<file path="config.mk">
export PLATFORM = sky130hd
export DESIGN_NAME = sd_cmd_resp_rx_flat
export DESIGN_NICKNAME = d
export VERILOG_FILES = /design/src/rtl/sd_cmd_resp_rx_if.sv /design/src/rtl/sd_cmd_resp_rx.sv /design/src/flat_wrapper.sv
export SDC_FILE = /design/constraint.sdc
export NUM_CORES = 1
export LEC_CHECK = 0
export ABC_AREA = 0
export BUFFER_PORTS_ARGS = -buffer_cell sky130_fd_sc_hd__buf_4
export CORE_ASPECT_RATIO = 0.5
export CORE_MARGIN = 10
export CORE_UTILIZATION = 25
export CTS_BUF_LIST = sky130_fd_sc_hd__clkbuf_16
export DETAILED_ROUTE_END_ITERATION = 7
export GPL_ROUTABILITY_DRIVEN = 1
export PLACE_DENSITY = 0.51
export SLEW_MARGIN = 40
export SYNTH_ARGS = -nofsm -noshare
export SYNTH_HDL_FRONTEND = slang
export SYNTH_SLANG_ARGS = --single-unit
</file>
<file path="constraint.sdc">
create_clock -name clk -period 2.7 [get_ports clk]
set_input_delay 0.54 -clock clk [delete_from_list [all_inputs] [get_ports clk]]
set_output_delay 0.54 -clock clk [all_outputs]
set_load 0.01 [all_outputs]
</file>
<file path="src/rtl/sd_cmd_resp_rx_if.sv">
// sd_cmd_resp_rx_if: sequencer/PHY-side bundle of the SD CMD response receiver
// slave (receiver) inputs: sd_clk_rise, sdio_cmd_i, arm, resp_long, crc_chk
// slave outputs: busy, resp_done, resp_index, resp_arg, resp_data, crc_err, end_err, dir_err, timeout
interface sd_cmd_resp_rx_if;
  logic         sd_clk_rise;
  logic         sdio_cmd_i;
  logic         arm;
  logic         resp_long;
  logic         crc_chk;
  logic         busy;
  logic         resp_done;
  logic [5:0]   resp_index;
  logic [31:0]  resp_arg;
  logic [119:0] resp_data;
  logic         crc_err;
  logic         end_err;
  logic         dir_err;
  logic         timeout;
  modport master (
    output sd_clk_rise, sdio_cmd_i, arm, resp_long, crc_chk,
    input  busy, resp_done, resp_index, resp_arg, resp_data, crc_err, end_err, dir_err, timeout
  );
  modport slave (
    input  sd_clk_rise, sdio_cmd_i, arm, resp_long, crc_chk,
    output busy, resp_done, resp_index, resp_arg, resp_data, crc_err, end_err, dir_err, timeout
  );
endinterface

</file>
<file path="src/rtl/sd_cmd_resp_rx.sv">
// sd_cmd_resp_rx: SD CMD-line response receiver (start hunt, 48/136-bit frame, CRC7/end/dir checks); ports clk, rst_n (async active-low), b (sd_cmd_resp_rx_if.slave); RESP_LONG_EN enables 136-bit R2
module sd_cmd_resp_rx #(
  parameter int NCR_MAX = 64,
  parameter int TO_W    = 8
) (
  input logic             clk,
  input logic             rst_n,
  sd_cmd_resp_rx_if.slave b
);
`ifdef RESP_LONG_EN
  localparam int   SW = 127;
  localparam logic LE = 1'b1;
  logic [119:0] data_q;
  assign b.resp_data = data_q;
`else
  localparam int   SW = 45;
  localparam logic LE = 1'b0;
  assign b.resp_data = '0;
`endif
  typedef enum logic [1:0] {IDLE, WAIT_START, RECV, DONE} state_t;
  state_t          state_q;
  logic            long_q, chk_q, busy_q, done_q, crc_err_q, end_err_q, dir_err_q, timeout_q;
  logic [TO_W-1:0] to_q;
  logic [7:0]      cnt_q;
  logic [SW-1:0]   sr_q;
  logic [6:0]      crc_q;
  logic [5:0]      index_q;
  logic [31:0]     arg_q;
  logic            fb;
  assign fb           = crc_q[6] ^ b.sdio_cmd_i;
  assign b.busy       = busy_q;
  assign b.resp_done  = done_q;
  assign b.resp_index = index_q;
  assign b.resp_arg   = arg_q;
  assign b.crc_err    = crc_err_q;
  assign b.end_err    = end_err_q;
  assign b.dir_err    = dir_err_q;
  assign b.timeout    = timeout_q;
  // cnt_q equals the frame bit position being sampled; sr_q only keeps frame bits
  // [top:1] (top = 45 short / 127 long) so sr_q[k-1] holds frame bit k at the end strobe
  always_ff @(posedge clk or negedge rst_n) begin
    if (!rst_n) begin
      state_q   <= IDLE;
      long_q    <= 1'b0;
      chk_q     <= 1'b0;
      busy_q    <= 1'b0;
      done_q    <= 1'b0;
      crc_err_q <= 1'b0;
      end_err_q <= 1'b0;
      dir_err_q <= 1'b0;
      timeout_q <= 1'b0;
      to_q      <= '0;
      cnt_q     <= '0;
      sr_q      <= '0;
      crc_q     <= '0;
      index_q   <= '0;
      arg_q     <= '0;
`ifdef RESP_LONG_EN
      data_q    <= '0;
`endif
    end else begin
      case (state_q)
        IDLE: if (b.arm) begin
          state_q   <= WAIT_START;
          long_q    <= LE & b.resp_long;
          chk_q     <= b.crc_chk;
          busy_q    <= 1'b1;
          crc_err_q <= 1'b0;
          end_err_q <= 1'b0;
          dir_err_q <= 1'b0;
          timeout_q <= 1'b0;
          to_q      <= '0;
          sr_q      <= '0;
          crc_q     <= '0;
          index_q   <= '0;
          arg_q     <= '0;
`ifdef RESP_LONG_EN
          data_q    <= '0;
`endif
        end
        // a zero start bit is tested first so it wins over the final NCR strobe
        WAIT_START: if (b.sd_clk_rise) begin
          if (!b.sdio_cmd_i) begin
            state_q <= RECV;
            cnt_q   <= long_q ? 8'd134 : 8'd46;
          end else if (to_q == TO_W'(NCR_MAX - 1)) begin
            state_q   <= DONE;
            timeout_q <= 1'b1;
            done_q    <= 1'b1;
          end else
            to_q <= to_q + 1'b1;
        end
        RECV: if (b.sd_clk_rise) begin
          if (cnt_q == (long_q ? 8'd134 : 8'd46)) dir_err_q <= b.sdio_cmd_i;
          if (cnt_q >= 8'd8 && cnt_q <= (long_q ? 8'd127 : 8'd47))
            crc_q <= {crc_q[5:0], 1'b0} ^ ({7{fb}} & 7'h09);
          if (cnt_q != 8'd0 && cnt_q <= (long_q ? 8'd127 : 8'd45))
            sr_q <= {sr_q[SW-2:0], b.sdio_cmd_i};
          cnt_q <= cnt_q - 8'd1;
          if (cnt_q == 8'd0) begin
            state_q   <= DONE;
            done_q    <= 1'b1;
            end_err_q <= ~b.sdio_cmd_i;
            crc_err_q <= chk_q & (crc_q != sr_q[6:0]);
            index_q   <= long_q ? 6'h3F : sr_q[44:39];
            arg_q     <= long_q ? 32'h0 : sr_q[38:7];
`ifdef RESP_LONG_EN
            if (long_q) data_q <= sr_q[126:7];
`endif
          end
        end
        DONE: begin
          state_q <= IDLE;
          done_q  <= 1'b0;
          busy_q  <= 1'b0;
        end
      endcase
    end
  end
endmodule

</file>
<file path="src/flat_wrapper.sv">
// flat-port wrapper written by rule: the top's interface ports become plain ports
module sd_cmd_resp_rx_flat 
#(
  parameter int NCR_MAX = 64,
  parameter int TO_W    = 8
)
  (clk, rst_n, b_sd_clk_rise, b_sdio_cmd_i, b_arm, b_resp_long, b_crc_chk, b_busy, b_resp_done, b_resp_index, b_resp_arg, b_resp_data, b_crc_err, b_end_err, b_dir_err, b_timeout);
  sd_cmd_resp_rx_if b_i ();
  input logic clk;
  input logic rst_n;
  input wire logic [$bits(b_i.sd_clk_rise)-1:0] b_sd_clk_rise;
  input wire logic [$bits(b_i.sdio_cmd_i)-1:0] b_sdio_cmd_i;
  input wire logic [$bits(b_i.arm)-1:0] b_arm;
  input wire logic [$bits(b_i.resp_long)-1:0] b_resp_long;
  input wire logic [$bits(b_i.crc_chk)-1:0] b_crc_chk;
  output wire logic [$bits(b_i.busy)-1:0] b_busy;
  output wire logic [$bits(b_i.resp_done)-1:0] b_resp_done;
  output wire logic [$bits(b_i.resp_index)-1:0] b_resp_index;
  output wire logic [$bits(b_i.resp_arg)-1:0] b_resp_arg;
  output wire logic [$bits(b_i.resp_data)-1:0] b_resp_data;
  output wire logic [$bits(b_i.crc_err)-1:0] b_crc_err;
  output wire logic [$bits(b_i.end_err)-1:0] b_end_err;
  output wire logic [$bits(b_i.dir_err)-1:0] b_dir_err;
  output wire logic [$bits(b_i.timeout)-1:0] b_timeout;
  assign b_i.sd_clk_rise = b_sd_clk_rise;
  assign b_i.sdio_cmd_i = b_sdio_cmd_i;
  assign b_i.arm = b_arm;
  assign b_i.resp_long = b_resp_long;
  assign b_i.crc_chk = b_crc_chk;
  assign b_busy = b_i.busy;
  assign b_resp_done = b_i.resp_done;
  assign b_resp_index = b_i.resp_index;
  assign b_resp_arg = b_i.resp_arg;
  assign b_resp_data = b_i.resp_data;
  assign b_crc_err = b_i.crc_err;
  assign b_end_err = b_i.end_err;
  assign b_dir_err = b_i.dir_err;
  assign b_timeout = b_i.timeout;
  sd_cmd_resp_rx #(.NCR_MAX(NCR_MAX), .TO_W(TO_W)) u_core (.clk(clk), .rst_n(rst_n), .b(b_i));
endmodule
</file>
# ---- Word level (Yosys, flattened, before mapping)
# Index checks and enable logic that the tools add are counted.
dict set report op_classes {
  n_addsub 2
  n_mul 0
  n_div 0
  magnitude_cmp 3
  eq_ne 18
  shift 0
  muxes 51
  n_bitwise 4
  n_reduce_logical 21
}
# cell count
set ops {}
lappend ops {{2-to-1 mux 45 bit} 3}
lappend ops {{2-to-1 mux 32 bit} 3}
lappend ops {{case mux 45 bit (2 select lines)} 1}
lappend ops {{case mux 32 bit (2 select lines)} 1}
lappend ops {{2-to-1 mux 8 bit} 7}
lappend ops {{case mux 8 bit (2 select lines)} 2}
lappend ops {{2-to-1 mux 7 bit} 3}
lappend ops {{AND reduction 4 bit} 5}
lappend ops {{2-to-1 mux 6 bit} 3}
lappend ops {{== test 8 x 6 -> 1 bit (second input constant)} 2}
lappend ops {{less-or-equal comparator 8 x 6 -> 1 bit (second input constant)} 2}
lappend ops {{AND reduction 5 bit} 3}
lappend ops {{case mux 7 bit (2 select lines)} 1}
lappend ops {{2-to-1 mux 1 bit} 13}
lappend ops {{2-to-1 mux 2 bit} 6}
lappend ops {{!= test 2 bit (second input constant)} 6}
lappend ops {{case mux 6 bit (2 select lines)} 1}
lappend ops {{!= test 2 x 1 -> 1 bit (second input constant)} 5}
lappend ops {{case mux 1 bit (2 select lines)} 5}
lappend ops {{adder 8 x 1 -> 8 bit (second input constant)} 1}
lappend ops {{>= comparator 8 x 4 -> 1 bit (second input constant)} 1}
lappend ops {{logical NOT 8 bit} 1}
lappend ops {{case mux 2 bit (4 select lines)} 1}
lappend ops {{nonzero test 2 bit} 4}
lappend ops {{other kinds (16)} 19}
dict set report word_totals {
  register_bits 115
  latchBits 0
  ram_bits 0
  rom_bits 0
  output_inout_bits 164
  word_cells 113
  memories 0
}

# ---- Depth between registers and ports, before layout
dict set report depth {
  ltp_word 5
  depth_mapped 10
  depth_no_buf 7
}

# ---- Worst setup path after synthesis
# Ideal clock, no wire load.
dict set report synth_timing {
  path_kind {flip-flop to flip-flop}
  startpoint {reg u_core.state_q[0]}
  endpoint {reg u_core.sr_q[16]}
  setup_ns 0.128
  t_arrival_ns 1.806
  slack_ns 0.767
  path_stages_with_launch 10
  path_buffers 3
  synth_period_minus_slack_ns 1.933
  cell_sequence {dfrtp_1 inv_1 ha_1 nor2b_1 clkbuf_1 nor4_2 and3_1 buf_2 buf_2 o21ai_0}
}
dict set report synth_via {
  elab_chain_len 3
  elab_cells_between_ends 8
}
# item line_no
set synth_lines {}
lappend synth_lines {{from (decl)} sd_cmd_resp_rx.sv:21} ;# state_t state_q;
lappend synth_lines {{from (signal assigned)} sd_cmd_resp_rx.sv:43} ;# state_q <= IDLE;
lappend synth_lines {{from (signal assigned)} sd_cmd_resp_rx.sv:64} ;# state_q <= WAIT_START;
lappend synth_lines {{from (signal assigned)} sd_cmd_resp_rx.sv:84} ;# state_q <= RECV;
lappend synth_lines {{== test 2 bit or logical NOT 2 bit (tied branches)} sd_cmd_resp_rx.sv:62} ;# case (state_q)
lappend synth_lines {{!= test 2 x 1 -> 1 bit (no source line), or another cell as far along} -}
lappend synth_lines {{AND reduction 4 bit (no source line)} -}
lappend synth_lines {{to (signal assigned)} sd_cmd_resp_rx.sv:98} ;# sr_q <= {sr_q[SW-2:0], b.sdio_cmd_i};
lappend synth_lines {{to (decl)} sd_cmd_resp_rx.sv:25} ;# logic [SW-1:0] sr_q;
# Several ways; a longest one is shown, not always the timed one.
# A chain may end at the register's enable or synchronous reset.

# ---- Final worst setup path
dict set report layout_timing {
  startpoint {reg u_core.state_q[0]}
  endpoint {reg u_core.sr_q[42]}
}
# The elaborated chain is that of the path after synthesis.

==> impl_metrics.json <==
{
  "outcome": "complete, no violations",
  "first_iter_violations": 166,
  "cts.clk_slew.worst_paths_ps": 60,
  "synth_seq_cells": 115,
  "post_synth_instance_area_mm2": 0.00592,
  "synth_area_per_inst_um2": 9.71,
  "yosysSeqAreaShare_pct": 48.6,
  "gr-total-overflow": 0,
  "ant_nets": 0,
  "reg2reg_depth": 7,
  "ff2ff_setup_slack_ps": 510,
  "tritoncts": "built",
  "wl_met1_mm": 5.61,
  "worst_setup_path_end_kind": "flip-flop",
  "routed-wl-met2_mm": 6.39,
  "max-clock-path-buffers": 2,
  "syn_inst": 610,
  "synth_top_cell_area_share_pct": 48.6,
  "async_reset_ff_share_pct": 100,
  "rsz0062_at_grt": "no",
  "crit_path_start": "u_core.state_q[0]",
  "synthToLayoutAreaGrowth_pct": 14.6,
  "finalWorstPathRequiredPeriod_ps": 2190,
  "regToRegEndpoint": "u_core.sr_q[42]",
  "drc": 0,
  "grt_util_overall_pct": 8.02,
  "timing.slew.headroom_pct": 61.3,
  "first_global_vias": 4039,
  "setup_violations": 0,
  "worstMarginPinSlew_ps": 574,
  "max_cap_viol_count": 0,
  "hpwlAfterDp_mm": 8.83,
  "synth_fa_ha_area_share_pct": 2.11,
  "critical_r2r_launch": "u_core.state_q[0]",
  "timing.critical_path.to": "u_core.sr_q[42]",
  "clk_latency_ps": 410,
  "report.final.hold_viol_count": 0,
  "critical_path.max_fanout": 90,
  "cts_root_buffer": "sky130_fd_sc_hd__clkbuf_16",
  "rows": 39,
  "cp_data_required_time_ps": 2960,
  "wl_met3_um": 487,
  "grt_max_degree": 91,
  "fin_setup_tns_ps": 0,
  "synth_simple_gate_area_share_pct": 13.0,
  "fin_util_pct": 29.5,
  "uppermost_layer_routed": "met4",
  "finalWeightedCongestion": 0.789,
  "initial_core_util_pct": 25.7,
  "antenna_violations_before_repair": 0,
  "post_synth_xor_area_fraction_pct": 2.37,
  "post_route_cells_drive_above_1_share_pct": 15.1,
  "postSynth.topFlopCell": "sky130_fd_sc_hd__dfrtp_1",
  "pwr_density_cell_mw_per_mm2": 845,
  "drt_wl_total_mm": 12.6,
  "via_count": 3899,
  "clkSinkCount": 115,
  "port_buffers": 49,
  "share_of_the_synthesized_area_in_compound_gates_ao_oa_aoi_oai_pct": 14.9,
  "synth_top_family_by_area": "buffers and inverters",
  "postCtsResizedCells": 0,
  "placement.setup.worst_slack_ps": 520,
  "cts_made_buffers": 17,
  "vias_per_cell": 3.99,
  "period_share_pct": 81.0,
  "fin_nets": 675,
  "avgRoutedWirePerCell_um": 12.9,
  "detail_route.first_pass.iterations": 4,
  "postLayoutCellArea_mm2": 0.00679,
  "synth.area.mux_share_pct": 0.718,
  "leakage_power_nw": 3.27,
  "hold_class": "input port to asynchronous set/reset pin",
  "io_pins": 171,
  "finalWorstSetupSlack_ps": 514,
  "cts_htree_levels": 4,
  "synth-warning-count": 0,
  "ys_top_cells_by_area": "sky130_fd_sc_hd__dfrtp_1, sky130_fd_sc_hd__buf_4, sky130_fd_sc_hd__nand2_1",
  "postCtsSetupRepairBufs": 0,
  "max_freq_mhz": 457,
  "timing.clock.skew_ps": 15.7,
  "number_of_enable_type_register_cells_in_the_synthesized_netlist": 0,
  "grt_first_pass_wirelength_mm": 20.5,
  "synth_cell_type_count": 49,
  "core-area_mm2": 0.0230,
  "antenna_cells_inserted": 0,
  "sort_of_element_at_the_start_of_the_critical_path": "flip-flop",
  "synth_area_leader_cell": "sky130_fd_sc_hd__dfrtp_1",
  "worst-setup-path-type": "flip-flop to flip-flop",
  "ctsHoldBuffers": 0,
  "maxSlewViolCount": 0,
  "area_of_the_die_mm2": 0.0306,
  "die_x_um": 238,
  "irDropWorstVdd_v": 0.000483,
  "crit_arrival_ps": 2450,
  "post_dp_cell_area_mm2": 0.00621,
  "dieHeight_um": 129
}
-- registers in the layout (all words and copies together), names as in the netlist, 2 cells and up --
register	flops
u_core.state_q	2
u_core.b.resp_arg	32
u_core.sr_q	45
u_core.to_q	8
u_core.crc_q	7
u_core.cnt_q	8
u_core.b.resp_index	6
-- cell families (layout without fill, tap and decap cells) --
family | Yosys count | count (layout)
DFF | 115 | 115
buffers and inverters | 158 | 100
xor gates and xnor gates | 16 | 16
adders and majority gates | 10 | 10
and+or+nand+nor | 171 | 171
other | 1 | 120
muxes | 4 | 4
AOI/OAI and AO/OA | 135 | 135
-- cells in the final DEF, fill, tap and decap left out, drive strengths merged, types with 2 or more instances in the layout --
cell type / synthesis / routed
or3: 5 / 5
xnor2: 8 / 8
a21boi: 2 / 2
a21oi: 11 / 11
nor2b: 6 / 6
nor4: 3 / 3
nor3: 6 / 6
o211ai: 2 / 2
inv: 8 / 13
o22ai: 2 / 2
nand3: 8 / 8
buf: 143 / 60
dfrtp: 115 / 115
conb: 1 / 120
mux2: 2 / 2
nand4: 2 / 2
ha: 10 / 10
nor2: 14 / 14
mux2i: 2 / 2
a31oi: 2 / 2
nand2b: 2 / 2
and3: 3 / 3
o31ai: 5 / 5
o21ai: 64 / 64
bufinv: 0 / 2
clkbuf: 7 / 17
nand2: 116 / 116
clkinv: 0 / 7
a22o: 40 / 40
xor2: 8 / 8
-- cell usage after synthesis (7+ instances only) --
cell type	n
sky130_fd_sc_hd__xor2_1	8
sky130_fd_sc_hd__buf_4	121
sky130_fd_sc_hd__dfrtp_1	115
sky130_fd_sc_hd__nor2_1	14
sky130_fd_sc_hd__clkbuf_1	7
sky130_fd_sc_hd__nand2_1	116
sky130_fd_sc_hd__a22o_1	40
sky130_fd_sc_hd__nand3_1	8
sky130_fd_sc_hd__ha_1	10
sky130_fd_sc_hd__xnor2_1	8
sky130_fd_sc_hd__a21oi_1	11
sky130_fd_sc_hd__o21ai_0	60
sky130_fd_sc_hd__inv_1	8
sky130_fd_sc_hd__buf_2	19
-- worst min-delay path by stage --
| stage | end | startpoint | slack (ps) | cells past startpoint |
|---|---|---|---|---|
| finish | u_core.b.timeout | rst_n | 100 | 1 |
| global route | u_core.b.timeout | rst_n | 140 | 1 |
| detailed placement | u_core.sr_q[12] | u_core.sr_q[11] | 490 | 2 |
| global placement | u_core.b.crc_err | u_core.chk_q | 490 | 2 |
| floorplan | u_core.b.busy | rst_n | 240 | 0 |
| CTS | u_core.b.timeout | rst_n | 120 | 1 |
-- metal layers --
| metal | GRT usage, % | vias up |
|---|---|---|
| li1 | - | 1917 |
| met1 | 9.24 | 1885 |
| met2 | 14.0 | 88 |
| met3 | 2.37 | 9 |
| met4 | 3.03 | 0 |
| met5 | 0 | - |
-- through the flow --
| step | power, mW | instances | hold WS, ps |
|---|---|---|---|
| 2_1_floorplan | 3.28 | 729 | 244 |
| 3_3_place_gp | 3.57 | 946 | 488 |
| 3_5_place_dp | 3.57 | 946 | 492 |
| 4_1_cts | 5.82 | 978 | 118 |
| 5_1_grt | 6.11 | 978 | 140 |
| 6_report | 5.73 | 978 | 99.7 |
-- critical path: stages (launching register included) --
cell and delay [ps]:
sky130_fd_sc_hd__dfrtp_1 370, sky130_fd_sc_hd__inv_1 110, sky130_fd_sc_hd__ha_1 340, sky130_fd_sc_hd__nor2b_1 220, sky130_fd_sc_hd__nor4_2 260, sky130_fd_sc_hd__and3_2 260, sky130_fd_sc_hd__buf_12 280, sky130_fd_sc_hd__o21ai_0 150
-- layout make-up --
type                            count  area [µm²]
Clock buffer                       17         425
Clock inverter                     15         154
Fill cell                        2402       16200
Inverter                            8        30.0
Multi-Input combinational cell    456        2420
Sequential cell                   115        2880
Tap cell                          307         384
Timing Repair Buffer               60         500
-- where the power goes --
part / leakage (nW) / internal (mW) / switching (mW)
combinational: 1.41 / 0.501 / 0.956
sequential: 1.58 / 1.90 / 0.176
clock: 0.288 / 1.37 / 0.839
Power figures use the tool's default switching activity.
